`config.mk`:
```
export PLATFORM = sky130hd
export DESIGN_NAME = allocator_wavefront_locked_flat
export DESIGN_NICKNAME = d
export VERILOG_FILES = /design/src/rtl/allocator_wavefront_locked_pkg.sv /design/src/rtl/allocator_wavefront_locked_if.sv /design/src/rtl/allocator_wavefront_locked_core.sv /design/src/rtl/allocator_wavefront_locked.sv /design/src/flat_wrapper.sv
export SDC_FILE = /design/constraint.sdc
export NUM_CORES = 1
export LEC_CHECK = 0
export ABC_AREA = 1
export CELL_PAD_IN_SITES_DETAIL_PLACEMENT = 2
export CELL_PAD_IN_SITES_GLOBAL_PLACEMENT = 2
export CORE_MARGIN = 8
export CORE_UTILIZATION = 38
export DETAILED_ROUTE_END_ITERATION = 12
export DONT_BUFFER_PORTS = 1
export GPL_TIMING_DRIVEN = 1
export PLACE_DENSITY_LB_ADDON = 0.25
export REMOVE_ABC_BUFFERS = 1
export SLEW_MARGIN = 20
export SYNTH_ARGS = -nofsm -noshare
export SYNTH_HDL_FRONTEND = slang
export SYNTH_SLANG_ARGS = --single-unit
```
`constraint.sdc`:
```
create_clock -name clk -period 13.3 [get_ports clk]
set_clock_uncertainty 0.15 [all_clocks]
set_input_delay 2.66 -clock clk [delete_from_list [all_inputs] [get_ports clk]]
set_output_delay 2.66 -clock clk [all_outputs]
set_load 0.02 [all_outputs]
```
`src/rtl/allocator_wavefront_locked_pkg.sv`:
```
// alloc_pkg: shared sizing helpers and row type for the wavefront allocator
package alloc_pkg;
  localparam int MAX_N = 32;
  typedef logic [MAX_N-1:0] alloc_req_t;
  function automatic int max_int(input int a, input int b);
    return a > b ? a : b;
  endfunction
  function automatic int ptr_width(input int n);
    return n > 1 ? $clog2(n) : 1;
  endfunction
endpackage

```
`src/rtl/allocator_wavefront_locked_if.sv`:
```
// allocator_wavefront_locked_if: request/lock inputs and grant/lock outputs of the allocator
interface allocator_wavefront_locked_if #(
  parameter int NUM_REQS = 4,
  parameter int NUM_RESS = 4
);
  logic [NUM_REQS-1:0][NUM_RESS-1:0] requests_i;
  logic [NUM_REQS-1:0]               lock_req_i;
  logic [NUM_REQS-1:0]               release_i;
  logic [NUM_REQS-1:0][NUM_RESS-1:0] grants_o;
  logic [NUM_REQS-1:0]               locked_o;
  modport slave (input requests_i, lock_req_i, release_i, output grants_o, locked_o);
  modport master (output requests_i, lock_req_i, release_i, input grants_o, locked_o);
endinterface

```
`src/rtl/allocator_wavefront_locked_core.sv`:
```
// wavefront_core: combinational N x N wavefront array starting at the priority diagonal
module wavefront_core #(
  parameter int N  = 4,
  parameter int PW = 2
) (
  input  logic [N-1:0][N-1:0] req_i,
  input  logic [N-1:0]        row_free_i,
  input  logic [N-1:0]        col_free_i,
  input  logic [PW-1:0]       ptr_i,
  output logic [N-1:0][N-1:0] gnt_o
);
  logic [N-1:0]  row_free;
  logic [N-1:0]  col_free;
  logic [PW-1:0] j;
  // sweep diagonals from ptr; cells on one diagonal never share a row or column
  always_comb begin
    gnt_o    = '0;
    row_free = row_free_i;
    col_free = col_free_i;
    j        = '0;
    for (int d = 0; d < N; d++) begin
      for (int i = 0; i < N; i++) begin
        j = PW'((int'(ptr_i) + d + N - i) % N);
        if (req_i[i][j] && row_free[i] && col_free[j]) begin
          gnt_o[i][j] = 1'b1;
          row_free[i] = 1'b0;
          col_free[j] = 1'b0;
        end
      end
    end
  end
endmodule

```
`src/rtl/allocator_wavefront_locked.sv`:
```
// allocator_wavefront_locked: registered wavefront allocator with per-requester grant locking
module allocator_wavefront_locked
  import alloc_pkg::*;
#(
  parameter int NUM_REQS = 4,
  parameter int NUM_RESS = 4
) (
  input logic                     clk,
  input logic                     reset,
  allocator_wavefront_locked_if.slave bus
);
  localparam int N  = max_int(NUM_REQS, NUM_RESS);
  localparam int PW = ptr_width(N);

  logic [NUM_REQS-1:0][NUM_RESS-1:0] grants_q, grants_d;
  logic [NUM_REQS-1:0]               locked_q, locked_d;
  logic [PW-1:0]                     ptr_q, ptr_d;
  logic [NUM_RESS-1:0]               held_cols;
  logic [N-1:0][N-1:0]               req_pad, new_gnt;
  logic [N-1:0]                      row_free, col_free;

  // columns currently owned by a locked grant
  always_comb begin
    held_cols = '0;
    for (int i = 0; i < NUM_REQS; i++) held_cols = held_cols | (locked_q[i] ? grants_q[i] : '0);
  end

  // pad to a square array; padded rows/columns never request and are never free
  for (genvar r = 0; r < N; r++) begin : g_row
    if (r < NUM_REQS) begin : g_real
      assign row_free[r] = ~locked_q[r];
    end else begin : g_pad
      assign row_free[r] = 1'b0;
    end
    for (genvar c = 0; c < N; c++) begin : g_cell
      if (r < NUM_REQS && c < NUM_RESS) begin : g_real
        assign req_pad[r][c] = bus.requests_i[r][c];
      end else begin : g_pad
        assign req_pad[r][c] = 1'b0;
      end
    end
  end

  for (genvar c = 0; c < N; c++) begin : g_col
    if (c < NUM_RESS) begin : g_real
      assign col_free[c] = ~held_cols[c];
    end else begin : g_pad
      assign col_free[c] = 1'b0;
    end
  end

  wavefront_core #(.N(N), .PW(PW)) u_core (
    .req_i      (req_pad),
    .row_free_i (row_free),
    .col_free_i (col_free),
    .ptr_i      (ptr_q),
    .gnt_o      (new_gnt)
  );

  // locked rows hold until release; a released column stays masked for this edge
  always_comb begin
    grants_d = grants_q;
    locked_d = locked_q;
    for (int i = 0; i < NUM_REQS; i++) begin
      grants_d[i] = locked_q[i] ? (bus.release_i[i] ? '0 : grants_q[i]) : new_gnt[i][NUM_RESS-1:0];
      locked_d[i] = locked_q[i] ? ~bus.release_i[i] : (bus.lock_req_i[i] & (|new_gnt[i]));
    end
    ptr_d = (|new_gnt) ? (ptr_q == PW'(N - 1) ? '0 : ptr_q + 1'b1) : ptr_q;
  end

  // state registers, cleared asynchronously so a reset drops every lock at once
  always_ff @(posedge clk or posedge reset) begin
    if (reset) begin
      grants_q <= '0;
      locked_q <= '0;
      ptr_q    <= '0;
    end else begin
      grants_q <= grants_d;
      locked_q <= locked_d;
      ptr_q    <= ptr_d;
    end
  end

  assign bus.grants_o = grants_q;
  assign bus.locked_o = locked_q;

  for (genvar r = 0; r < NUM_REQS; r++) begin : g_chk_row
    a_row_onehot : assert property (@(posedge clk) disable iff (reset) $onehot0(grants_q[r]));
  end

  for (genvar c = 0; c < NUM_RESS; c++) begin : g_chk_col
    logic [NUM_REQS-1:0] col_bits;
    for (genvar r = 0; r < NUM_REQS; r++) begin : g_bit
      assign col_bits[r] = grants_q[r][c];
    end
    a_col_onehot : assert property (@(posedge clk) disable iff (reset) $onehot0(col_bits));
  end
endmodule

```
`src/flat_wrapper.sv`:
```
// flat-port wrapper written by rule: the top's interface ports become plain ports
module allocator_wavefront_locked_flat import alloc_pkg::*;
#(
  parameter int NUM_REQS = 4,
  parameter int NUM_RESS = 4
)
  (clk, reset, bus_requests_i, bus_lock_req_i, bus_release_i, bus_grants_o, bus_locked_o);
  allocator_wavefront_locked_if #(.NUM_REQS(NUM_REQS), .NUM_RESS(NUM_RESS)) bus_i ();
  input logic clk;
  input logic reset;
  input wire logic [$bits(bus_i.requests_i)-1:0] bus_requests_i;
  input wire logic [$bits(bus_i.lock_req_i)-1:0] bus_lock_req_i;
  input wire logic [$bits(bus_i.release_i)-1:0] bus_release_i;
  output wire logic [$bits(bus_i.grants_o)-1:0] bus_grants_o;
  output wire logic [$bits(bus_i.locked_o)-1:0] bus_locked_o;
  assign bus_i.requests_i = bus_requests_i;
  assign bus_i.lock_req_i = bus_lock_req_i;
  assign bus_i.release_i = bus_release_i;
  assign bus_grants_o = bus_i.grants_o;
  assign bus_locked_o = bus_i.locked_o;
  allocator_wavefront_locked #(.NUM_REQS(NUM_REQS), .NUM_RESS(NUM_RESS)) u_core (.clk(clk), .reset(reset), .bus(bus_i));
endmodule
```
==> results.sh <==
export IMPL_run_status="completed"
export IMPL_postSynth_topFlopCell="sky130_fd_sc_hd__dfrtp_1"
export IMPL_cts_resized=0
export IMPL_number_of_h_tree_levels=1
export IMPL_worst_ep_arrival_time_ns=11.17
export IMPL_grt_pass1_vias=4095
export IMPL_filler_cell_count=1134
export IMPL_gr_total_overflow=0
export IMPL_r2r_start="u_core.ptr_q[0]"
export IMPL_detail_route_antenna_nets=0
export IMPL_type_of_the_worst_min_delay_path="reg -> reg"
export IMPL_clockRootBuffer="sky130_fd_sc_hd__clkbuf_8"
export IMPL_slew_violations=0
export IMPL_period_minus_slack_ns=11.17
export IMPL_syn_mean_instance_area_um2=6.217
export IMPL_finalWeightedCongestion=0.9546
export IMPL_cts_repair_timing_setup_buffer_count=0
export IMPL_cts_hold_buf=0
export IMPL_die_width_um=110.7
export IMPL_timing_max_slew_rel_slack=0.4233
export IMPL_critPathSlowestCell="sky130_fd_sc_hd__nand4_1"
export IMPL_path_clk_slew_ns=0.08
export IMPL_max_clock_buf_depth=2
export IMPL_grt_start_max_net_pins=48
export IMPL_hpwl_mm=11.92
export IMPL_critical_path_max_stage_delay_ns=0.30
export IMPL_yosys_top_cells_area="sky130_fd_sc_hd__dfrtp_1 16%, sky130_fd_sc_hd__nand2_1 13%, sky130_fd_sc_hd__nand3_2 13%"
export IMPL_firstDrtPassIters=4
export IMPL_drv_cap=0
export IMPL_wire_per_inst_um=22.79
export IMPL_post_synth_num_cell_types=37
export IMPL_grt_setup_unrepaired="no"
export IMPL_syn_inst=548
export IMPL_start_util=0.3907
export IMPL_cts_tree="built"
export IMPL_post_route_drc=0
export IMPL_synth_largest_area_cell="sky130_fd_sc_hd__dfrtp_1"
export IMPL_antenna_found_initial=0
export IMPL_row_count=34
export IMPL_die_area_um2=12250
export IMPL_grt_util_all_layers=0.2321
export IMPL_post_route_period_util=0.8401
export IMPL_areaGrowthSynthToFinish_pct=3.342
export IMPL_core_area_um2=8721
export IMPL_yosys_area_top_type_share=0.1616
export IMPL_finalSetupViolCount=0
export IMPL_critical_path_top_delay_family="simple AND/OR/NAND/NOR gates"
export IMPL_startpoint_type="input pin"
export IMPL_max_slew_worst_pin_slew_ns=0.8640
export IMPL_synth_edff_count=0
export IMPL_yosys_top_cells_count="120 x sky130_fd_sc_hd__nand2_1, 83 x sky130_fd_sc_hd__inv_1, 67 x sky130_fd_sc_hd__nand4_1, 50 x sky130_fd_sc_hd__nand3_1, 46 x sky130_fd_sc_hd__nor2_1"
export IMPL_worst_hold_slack_ns=0.5097
export IMPL_synth_area_um2=3407
export IMPL_cp_data_required_time_ns=13.30
export IMPL_share_of_final_layout_standard_cells_stronger_than_drive_strength_1=0.1636
export IMPL_hold_path_startpoint="u_core.bus.grants_o[11]"
export IMPL_buffer_ports_inserted=0
export IMPL_i_o_pin_total=46
export IMPL_final_hold_violation_count=0
export IMPL_drt_first_iter_violations=243
export IMPL_worstSetupStartpoint="bus_requests_i[3]"
export IMPL_path_class="in -> reg"
export IMPL_path_common_cell="sky130_fd_sc_hd__nand3_2"
export IMPL_num_nets_final=569
export IMPL_antenna_diode_count=0
export IMPL_cts_sinks=22
export IMPL_synthMostInstantiatedCell="sky130_fd_sc_hd__nand2_1"
export IMPL_insertion_delay_ns=0.26
export IMPL_critical_path_peak_fanout=6
export IMPL_max_freq_ghz=0.08950
export IMPL_cp_end_kind="flip-flop"
export IMPL_crit_buf_inv=1
export IMPL_vias_per_cell=5.986
export IMPL_async_flop_share=1.000
export IMPL_grt_pass1_wl_mm=23.12
export IMPL_cts_made_buffers=3
export IMPL_fin_tns_setup_ns=0
export IMPL_synth_ff_latch_count=22
export IMPL_drt_total_wl_mm=14.73
export IMPL_synth_yosys_seq_area_share=0.1616
export IMPL_synthesis_yosys_warnings=0
export IMPL_routed_via_count=3867
export IMPL_overall_die_height_um=110.7
## sequential cells by signal, summed over array words and instances, names as in the netlist
signal               flops
u_core.bus.grants_o     16
u_core.ptr_q             2
u_core.bus.locked_o      4
## metal layers
metal  global-route usage  wire (um)
met1               0.3051       6503
met2               0.3720       6713
met3              0.02760        957
met4               0.1009        551
met5                    0          0
## area by class of cell
cell class / count / area (um2) / share of cell area
sequential: 22 / 551.8 / 0.1567
timing repair buffer: 7 / 52.55 / 0.01493
inverter: 88 / 340.3 / 0.09666
multi-input combinational: 417 / 2386 / 0.6777
clock buffer: 4 / 55.05 / 0.01564
tap: 108 / 135.1 / 0.03838
## stage by stage
step                  util  cell area, um2  cells  setup WS, ns
finish              0.4037            3521    646         2.126
global route        0.4037            3521    646         1.471
CTS                 0.4037            3521    646         2.367
detailed placement  0.3974            3466    642         2.181
global placement    0.3974            3466    642         2.514
floorplan                -            3277    527         3.873
## tightest hold or removal path, cell delays in order (launching register included)
cell                       delay, ns
sky130_fd_sc_hd__dfrtp_1        0.47
sky130_fd_sc_hd__inv_1          0.09
sky130_fd_sc_hd__o21bai_1       0.07
## final timing paths
check	cells past startpoint	end	slack (ns)
worst max-delay path	57	u_core.ptr_q[1]	2.13
worst min-delay path	2	u_core.bus.grants_o[11]	0.51
worst max register to register	57	u_core.ptr_q[1]	2.93
worst min register to register	2	u_core.bus.grants_o[11]	0.51
max in group asynchronous	1	u_core.ptr_q[0]	10.10
min in group asynchronous	1	u_core.bus.grants_o[2]	2.31
## layout by cell type, fill, tap and decap left out, drive strengths merged, types with 4 or more instances in the layout
master  count
ha          4
dfrtp      22
o21bai     12
o211ai      6
nand4      67
nand3      94
clkbuf      4
or2         4
o21ai      22
a21oi       4
nand2     128
nand3b      8
a211oi      7
buf         7
inv        88
nor2       53
## logic make-up (layout without fill, tap and decap cells)
family | Yosys count | after routing | synth area share
muxes | 1 | 1 | 0.002938
AOI/OAI and AO/OA | 52 | 52 | 0.1050
adders and majority gates | 4 | 4 | 0.01469
and+or+nand+nor | 360 | 360 | 0.5777
DFF | 22 | 22 | 0.1616
buffers and inverters | 109 | 99 | 0.1381
Power is left out: the tool's default activity adds up to more than one toggle a clock period on the data nets, which glitch-free logic cannot reach.
